==> src/rtl/axi_uart_tx.sv <==
// AXI4-Lite stdout transmitter: a TX FIFO written over AXI4-Lite, drained by
// an 8N1 serializer running at CLK_FREQ / BAUD cycles per bit.
module axi_uart_tx #(
    parameter int unsigned CLK_FREQ   = 100_000_000,
    parameter int unsigned BAUD       = 57600,
    parameter int unsigned FIFO_DEPTH = 16
) (
    input  logic        clk,
    input  logic        rst_n,
    input  logic        s_awvalid,
    output logic        s_awready,
    input  logic [31:0] s_awaddr,
    input  logic        s_wvalid,
    output logic        s_wready,
    input  logic [31:0] s_wdata,
    input  logic [3:0]  s_wstrb,
    output logic        s_bvalid,
    input  logic        s_bready,
    output logic [1:0]  s_bresp,
    input  logic        s_arvalid,
    output logic        s_arready,
    input  logic [31:0] s_araddr,
    output logic        s_rvalid,
    input  logic        s_rready,
    output logic [31:0] s_rdata,
    output logic [1:0]  s_rresp,
    output logic        tx_o,
    output logic        tx_empty_o
);

    localparam int unsigned DIV   = CLK_FREQ / BAUD;
    localparam int          CNT_W = $clog2(DIV);
    localparam int          AW    = $clog2(FIFO_DEPTH);
    localparam logic [CNT_W-1:0] BAUD_LAST  = CNT_W'(DIV - 1);
    localparam logic [AW:0]      FULL_COUNT = (AW+1)'(FIFO_DEPTH);
    localparam logic [1:0] RESP_OKAY   = 2'b00;
    localparam logic [1:0] RESP_SLVERR = 2'b10;

    typedef enum logic [1:0] {IDLE, START, DATA, STOP} state_t;

    state_t           state, state_next;
    logic [CNT_W-1:0] baud_cnt, baud_next;
    logic [2:0]       bit_cnt, bit_next;
    logic [7:0]       shift, shift_next;
    logic             tx_next;

    logic [7:0]  mem [FIFO_DEPTH];
    logic [AW:0] wr_ptr, rd_ptr, count;
    logic        full, empty, push, pop, busy;
    logic [7:0]  fifo_head;

    logic        aw_hs, ar_hs;
    logic [1:0]  wr_resp, rd_resp;
    logic [31:0] rd_word;
    logic        unused_bits;

    assign unused_bits = ^{s_awaddr[31:4], s_awaddr[1:0], s_araddr[31:4],
                           s_araddr[1:0], s_wdata[31:8], s_wstrb[3:1]};

    // The wrap bit of each pointer lets a full FIFO differ from an empty one.
    assign count     = wr_ptr - rd_ptr;
    assign full      = (count == FULL_COUNT);
    assign empty     = (wr_ptr == rd_ptr);
    assign fifo_head = mem[rd_ptr[AW-1:0]];
    assign busy      = (state != IDLE);
    assign tx_empty_o = empty && !busy;

    assign aw_hs     = s_awvalid && s_wvalid && !s_bvalid;
    assign s_awready = aw_hs;
    assign s_wready  = aw_hs;
    assign ar_hs     = s_arvalid && !s_rvalid;
    assign s_arready = ar_hs;

    always_comb begin
        wr_resp = RESP_OKAY;
        push    = 1'b0;
        case (s_awaddr[3:2])
            2'd0: begin
                if (s_wstrb[0]) begin
                    if (full) wr_resp = RESP_SLVERR;
                    else      push    = aw_hs;
                end
            end
            2'd1:    wr_resp = RESP_OKAY;
            default: wr_resp = RESP_SLVERR;
        endcase
    end

    always_comb begin
        rd_word = '0;
        rd_resp = RESP_OKAY;
        case (s_araddr[3:2])
            2'd0:    rd_word = '0;
            2'd1:    rd_word = {15'd0, 9'(count), 5'd0, busy, empty, full};
            default: rd_resp = RESP_SLVERR;
        endcase
    end

    always_ff @(posedge clk or negedge rst_n) begin
        if (!rst_n) begin
            s_bvalid <= 1'b0;
            s_bresp  <= RESP_OKAY;
            s_rvalid <= 1'b0;
            s_rresp  <= RESP_OKAY;
            s_rdata  <= '0;
        end else begin
            if (aw_hs) begin
                s_bvalid <= 1'b1;
                s_bresp  <= wr_resp;
            end else if (s_bready) begin
                s_bvalid <= 1'b0;
            end
            if (ar_hs) begin
                s_rvalid <= 1'b1;
                s_rresp  <= rd_resp;
                s_rdata  <= rd_word;
            end else if (s_rready) begin
                s_rvalid <= 1'b0;
            end
        end
    end

    always_ff @(posedge clk or negedge rst_n) begin
        if (!rst_n) begin
            wr_ptr <= '0;
            rd_ptr <= '0;
        end else begin
            if (push) wr_ptr <= wr_ptr + 1'b1;
            if (pop)  rd_ptr <= rd_ptr + 1'b1;
        end
    end

    always_ff @(posedge clk) begin
        if (push) mem[wr_ptr[AW-1:0]] <= s_wdata[7:0];
    end

    always_ff @(posedge clk or negedge rst_n) begin
        if (!rst_n) begin
            state    <= IDLE;
            baud_cnt <= '0;
            bit_cnt  <= '0;
            shift    <= '0;
            tx_o     <= 1'b1;
        end else begin
            state    <= state_next;
            baud_cnt <= baud_next;
            bit_cnt  <= bit_next;
            shift    <= shift_next;
            tx_o     <= tx_next;
        end
    end

    // tx_next is the line level for the following cycle, so tx_o is a flop.
    always_comb begin
        state_next = state;
        baud_next  = baud_cnt;
        bit_next   = bit_cnt;
        shift_next = shift;
        tx_next    = tx_o;
        pop        = 1'b0;
        case (state)
            IDLE: begin
                baud_next = '0;
                bit_next  = '0;
                tx_next   = 1'b1;
                if (!empty) begin
                    pop        = 1'b1;
                    shift_next = fifo_head;
                    tx_next    = 1'b0;
                    state_next = START;
                end
            end
            START: begin
                if (baud_cnt == BAUD_LAST) begin
                    baud_next  = '0;
                    tx_next    = shift[0];
                    state_next = DATA;
                end else begin
                    baud_next = baud_cnt + 1'b1;
                end
            end
            DATA: begin
                if (baud_cnt == BAUD_LAST) begin
                    baud_next = '0;
                    if (bit_cnt == 3'd7) begin
                        bit_next   = '0;
                        tx_next    = 1'b1;
                        state_next = STOP;
                    end else begin
                        bit_next   = bit_cnt + 3'd1;
                        shift_next = shift >> 1;
                        tx_next    = shift[1];
                    end
                end else begin
                    baud_next = baud_cnt + 1'b1;
                end
            end
            STOP: begin
                if (baud_cnt == BAUD_LAST) begin
                    baud_next = '0;
                    if (!empty) begin
                        pop        = 1'b1;
                        shift_next = fifo_head;
                        tx_next    = 1'b0;
                        state_next = START;
                    end else begin
                        tx_next    = 1'b1;
                        state_next = IDLE;
                    end
                end else begin
                    baud_next = baud_cnt + 1'b1;
                end
            end
            default: state_next = IDLE;
        endcase
    end

endmodule

==> config.mk <==
export PLATFORM = sky130hd
export DESIGN_NAME = axi_uart_tx
export DESIGN_NICKNAME = d
export VERILOG_FILES = /design/src/rtl/axi_uart_tx.sv
export SDC_FILE = /design/constraint.sdc
export NUM_CORES = 1
export LEC_CHECK = 0
export ABC_AREA = 1
export BUFFER_PORTS_ARGS = -buffer_cell sky130_fd_sc_hd__buf_2
export CORE_UTILIZATION = 45
export CTS_BUF_LIST = sky130_fd_sc_hd__clkbuf_8 sky130_fd_sc_hd__clkbuf_16
export CTS_CLUSTER_SIZE = 25
export DETAILED_ROUTE_END_ITERATION = 6
export GPL_TIMING_DRIVEN = 0
export PLACE_DENSITY = 0.78
export SLEW_MARGIN = 20
export SYNTH_ARGS = -nofsm -noshare
export SYNTH_HDL_FRONTEND = slang
export SYNTH_SLANG_ARGS = --single-unit
==> constraint.sdc <==
create_clock -name clk -period 3.4 [get_ports clk]
set_input_delay 0.68 -clock clk [delete_from_list [all_inputs] [get_ports clk]]
set_output_delay 0.68 -clock clk [all_outputs]
set_load 0.02 [all_outputs]
==> metrics.yaml, run 1 <==
startpoint: "rd_ptr[1]"
final.setup.tns_ns: 0
routabilityCongestion: 0.889
numClockSinks: 175
hpwl_mm: 11.4
synth_edf_count: 128
ff2ff_path_depth: 12
hold_violations: 0
synthTopCellsByCount: "nor2_1 (151), nand2_1 (150), edfxtp_1 (128)"
cp_data_arrival_time_ns: 3.22
final_layout_size_suffix_gt1_frac: 0.151
grt_use_total: 0.195
rrSetupSlack_ns: 0.25
p_seq_frac: 0.365
crit_end: "mem[14][3]"
vias: 5642
syn_area_sq_um: 8110
synth_cell_type_count: 40
dieArea_sq_um: 18600
wire_per_inst_microns: 15.1
fin_crit_sh: 0.927
cap_violations: 0
routed_via_density: 5.09
cts_root_buf: "clkbuf_16"
comb_power_share: 0.370
syn-instance-count: 790
hold_class: "in -> async"
status: "finished clean"
coreArea_sq_um: 17400
netSwitchingFraction: 0.377
max_freq_mhz: 317
clock_latency_ns: 0.44
synth-main-ff-cell: "edfxtp_1"
grt_max_degree: 48
yosys_register_bits: 175
yosysMostFrequentCell: "nor2_1"
timing.rr.end: "mem[14][3]"
cp_max_fo: 10
startpoint_type: "flop"
p_int_w: 0.00442
peakVddDrop_mv: 0.506
antenna_found_initial: 0
die_x_microns: 136
portBuffers: 36
tritoncts.num_buffers: 17
wirelength_mm: 16.7
power.density_nw_per_um2: 767
place_area_sq_um: 8660
final_area_sq_um: 9230
antennaDiodeCount: 0
power_frac_clock: 0.265
clkTransAtPathRegs_ns: 0.07
grt_pass1_wl_mm: 26.9
max-clock-path-buffers: 2
p_leak_nw: 3.84
switching_power_w: 0.00267
drt_iter0_drc: 478
cts_setup_buffers: 0
grt_overflow: 0
fin_skew_ns: 0.00873
io_pins: 150
htreeDepth: 4
initial_core_util: 0.466
rsz0062_at_grt: "no"
grt_pass1_vias: 5359
tightest_slew_ns: 0.817
cts_tree: "built"
slew_violations: 0
setup-violations-final: 0
area_growth_pct: 13.9
synth_area_leaders: "edfxtp_1 (47%), dfrtp_1 (14%), nor2_1 (7.0%)"
yosysSeqAreaShare: 0.619
slew_headroom: 0.453
fin_crit_ns: 3.15
crit_required_ns: 3.47
drt_pass1_iterations: 5
timing.rr.start: "rd_ptr[1]"
die_h_microns: 136
critPathKind: "reg -> reg"
synth_top_area_cell: "edfxtp_1"
syn_avg_cell_area_sq_um: 10.3
synth_top_cell_area_share: 0.474
layout.nets: 996
postCtsHoldBufs: 0
rows: 48
ys_warn_count: 0
drtAntennaViolNets: 0
async_reset_ff_frac: 0.269
endpoint_kind: "flop"
cts-resized-gates: 0
drcViolationCount: 0
-- logic make-up (layout without fill, tap and decap cells) --
family / Yosys count / in the layout / synth area share
xor+xnor: 11 / 11 / 0.0128
fa+ha+maj: 19 / 19 / 0.0302
simple gates: 367 / 367 / 0.195
other cells: 1 / 26 / 0.000463
flops: 175 / 175 / 0.619
compound gates: 110 / 110 / 0.0739
buf+inv: 107 / 175 / 0.0687
-- power groups by stage --
stage / clock network (W) / logic (W) / registers [W]
2_1_floorplan: 0 / 0.00188 / 0.00265
3_3_place_gp: 0 / 0.00253 / 0.00262
3_5_place_dp: 0 / 0.00260 / 0.00263
4_1_cts: 0.00190 / 0.00262 / 0.00259
5_1_grt: 0.00198 / 0.00294 / 0.00261
6_report: 0.00188 / 0.00262 / 0.00259
-- placed cells by master, fill, tap and decap left out, types with 2 or more instances in the layout --
| cell type | instances |
|---|---|
| nand2_4 | 2 |
| nand3_1 | 41 |
| o21ai_0 | 73 |
| buf_2 | 47 |
| conb_1 | 26 |
| xnor2_1 | 5 |
| nand2_1 | 150 |
| clkbuf_1 | 11 |
| dfrtp_1 | 46 |
| bufinv_16 | 2 |
| clkinv_2 | 2 |
| buf_6 | 2 |
| nor2_4 | 2 |
| o21ai_1 | 4 |
| ha_1 | 18 |
| inv_2 | 4 |
| inv_6 | 2 |
| inv_1 | 47 |
| nand2_2 | 4 |
| nor2_1 | 151 |
| clkinvlp_4 | 2 |
| nand4_1 | 6 |
| clkinv_1 | 5 |
| clkbuf_16 | 17 |
| nor2_2 | 3 |
| nand4_4 | 3 |
| a21oi_1 | 14 |
| xor2_1 | 5 |
| edfxtp_1 | 128 |
| buf_4 | 30 |
| o211ai_1 | 14 |
-- worst min path at each step --
stage / from / end / slack [ns] / cells after the start
final: rst_n / bit_cnt[2] / 0.25 / 1
after global routing: rst_n / baud_cnt[7] / 0.30 / 1
after CTS: s_rready / s_rvalid / 0.41 / 2
after detailed placement: shift[5] / shift[5] / 0.47 / 2
after global placement: baud_cnt[0] / baud_cnt[0] / 0.45 / 1
after floorplan: rst_n / baud_cnt[0] / 0.38 / 0
-- final cells by class --
class | count | area (sq um)
Clock inverter | 15 | 143
Timing Repair Buffer | 36 | 183
Sequential cell | 175 | 5020
Multi-Input combinational cell | 533 | 2620
Clock buffer | 17 | 425
Buffer | 55 | 362
Inverter | 52 | 195
Fill cell | 1479 | 8180
Tap cell | 225 | 282
-- metal layers --
metal	share of wire	GRT usage	vias to the layer above
met5	0	0	-
met1	0.42	0.242	2683
met3	0.051	0.0365	32
met2	0.50	0.329	169
li1	-	-	2758
met4	0.025	0.0920	0
-- registers in the layout, indices dropped and copies added (netlist names), 2 cells and up --
name,flops
shift,8
baud_cnt,11
bit_cnt,3
wr_ptr,5
state,2
rd_ptr,5
mem,128
s_rdata,8
-- worst max-delay path: stages, from the launching register on --
cell,delay [ns]
dfrtp_1,0.43
buf_2,0.19
inv_1,0.18
buf_2,0.30
ha_1,0.30
nand3_1,0.10
nand3_1,0.08
nand2_1,0.14
nor2_4,0.06
nand2_4,0.07
buf_12,0.14
nand4_4,0.13
nor2_1,0.66
-- stage by stage --
stage	total power [W]	hold slack [ns]	instances	utilization	worst slack, ns
global route	0.00753	0.300	1108	0.530	0.0315
finish	0.00709	0.254	1108	0.530	0.248
floorplan	0.00453	0.384	815	-	0.853
CTS	0.00710	0.412	1108	0.530	0.219
global placement	0.00515	0.455	1076	0.497	0.289
detailed placement	0.00523	0.466	1076	0.497	0.256
No activity file was read; power rests on OpenSTA's default activity.
==> inputs of run 2 (changes only) <==
- CORE_UTILIZATION: 45 -> 56
- PLACE_DENSITY: 0.78 -> 0.91
==> run 2 against run 1 <==
Against the previous run: clock skew increased by 0.00062 ns; power about the same; fmax decreased by 1.3%; clock power about the same; non-clock buffer count unchanged; largest power group unchanged.
==> metrics.yaml, run 2 (same netlist as run 1, synthesis figures left out) <==
clkTransAtPathRegs_ns: 0.07  # about the same
switching_power_w: 0.00273  # +2.4%
layout.nets: 996  # unchanged
tightest_slew_ns: 0.775  # -0.0413 ns
wirelength_mm: 17.4  # +4.4%
drtAntennaViolNets: 0  # unchanged
p_leak_nw: 3.86  # +0.30%
cap_violations: 0  # unchanged
power.density_nw_per_um2: 774  # +0.81%
cts-resized-gates: 0  # unchanged
routabilityCongestion: 0.856  # -3.8%
grt_pass1_wl_mm: 27.8  # +3.2%
die_x_microns: 122  # -10%
fin_crit_ns: 3.19  # +0.0422 ns
layout_common_cells: "nor2_1 (151), nand2_1 (150), edfxtp_1 (128), o21ai_0 (73), inv_1 (49)"
grt_max_degree: 48  # unchanged
largest_reg_flops: 128  # unchanged
antennaDiodeCount: 0  # unchanged
dp_slack_ns: 0.304  # +0.0484 ns
crit_required_ns: 2.72  # -0.75 ns
setup_ws_ns: 0.206  # -0.0422 ns
cts_tree: "built"
peakVddDrop_mv: 0.689  # +36%
hold_violations: 0  # unchanged
status: "finished clean"
cp_data_arrival_time_ns: 2.51  # -0.71 ns
place_area_sq_um: 8610  # -0.65%
antenna_found_initial: 0  # unchanged
numClockSinks: 175  # unchanged
postCtsHoldBufs: 0  # unchanged
cts_root_buf: "clkbuf_16"
portBuffers: 36  # unchanged
final.setup.tns_ns: 0  # unchanged
wire_per_inst_microns: 16.4  # +8.9%
clock_latency_ns: 0.43  # about the same
grt_overflow: 0  # unchanged
startpoint_type: "flop"
coreArea_sq_um: 14000  # -20%
drcViolationCount: 0  # unchanged
fin_skew_ns: 0.00935  # +0.000621 ns
hpwl_mm: 11.8  # +3.1%
critPathKind: "reg -> out"
dieArea_sq_um: 15000  # -19%
utilization: 0.655  # +0.125
cts_setup_buffers: 0  # unchanged
drt_pass1_iterations: 6  # +1
die_h_microns: 122  # -10%
htreeDepth: 4  # unchanged
netSwitchingFraction: 0.386  # +0.00879
routed_via_density: 5.53  # +8.5%
io_pins: 150  # unchanged
final_area_sq_um: 9170  # -0.70%
initial_core_util: 0.580  # +0.114
comb_power_share: 0.373  # +0.003
p_seq_frac: 0.365  # about the same
slew_headroom: 0.481  # +0.0276
power_frac_clock: 0.261  # -0.004
p_int_w: 0.00436  # -1.3%
setup-violations-final: 0  # unchanged
grt_use_total: 0.251  # +0.0561
rows: 43  # -10%
mostFrequentLayoutCell: "nor2_1"
slew_violations: 0  # unchanged
max_freq_mhz: 313  # -1.3%
area_growth_pct: 13.1
vias: 5869  # +4.0%
max-clock-path-buffers: 2  # unchanged
endpoint_kind: "primary output"
hold_class: "in -> async"
final_layout_size_suffix_gt1_frac: 0.151  # +0.000171
cp_max_fo: 10  # unchanged
drt_iter0_drc: 669  # +40%
grt_pass1_vias: 5601  # +4.5%
rsz0062_at_grt: "no"
fin_crit_sh: 0.940  # +0.0124
tritoncts.num_buffers: 17  # unchanged
run 2: metal layers:
layer  track usage  routed length, microns
met2         0.416                    8530
met1         0.318                    7040
met5             0                       0
met3        0.0595                    1440
met4         0.104                     423
run 2: path summary, 6_finish.rpt:
| kind | start | end | slack [ns] | cells past startpoint |
|---|---|---|---|---|
| worst max-delay path | rd_ptr[1] | tx_empty_o | 0.21 | 9 |
| worst min-delay path | rst_n | s_rresp[1] | 0.25 | 1 |
| worst max register to register | rd_ptr[1] | mem[5][5] | 0.21 | 12 |
| worst min register to register | shift[4] | shift[4] | 0.48 | 2 |
| max in group asynchronous | rst_n | baud_cnt[7] | 2.76 | 1 |
| min in group clk | s_rready | s_rvalid | 0.45 | 2 |
run 2: worst max-delay path, stage by stage, from the launching register on:
cell     delay, ns
dfrtp_1       0.42
buf_2         0.21
inv_1         0.14
buf_2         0.25
ha_1          0.33
nand2_1       0.06
nor2_1        0.23
nand2_1       0.15
nor2_1        0.12
buf_2         0.17
run 2: cell type report:
type / count / area, sq um
inverter: 52 / 195
timing repair buffer: 36 / 183
clock inverter: 14 / 134
buffer: 55 / 362
sequential: 175 / 5020
fill: 1021 / 4820
multi-input combinational: 533 / 2620
clock buffer: 17 / 425
tap: 180 / 225
run 2: power groups by stage:
stage	clock, W	combinational (W)	sequential, W
after floorplan	0	0.00188	0.00265
after global placement	0	0.00247	0.00262
after detailed placement	0	0.00257	0.00263
after CTS	0.00186	0.00261	0.00259
after global routing	0.00195	0.00296	0.00261
final	0.00185	0.00265	0.00259
run 2: metrics by stage:
step	instances	total power (W)	hold WS, ns
after floorplan	815	0.00453	0.384
after global placement	1031	0.00509	0.449
after detailed placement	1031	0.00520	0.464
after CTS	1062	0.00706	0.440
after global routing	1062	0.00752	0.301
final	1062	0.00709	0.253
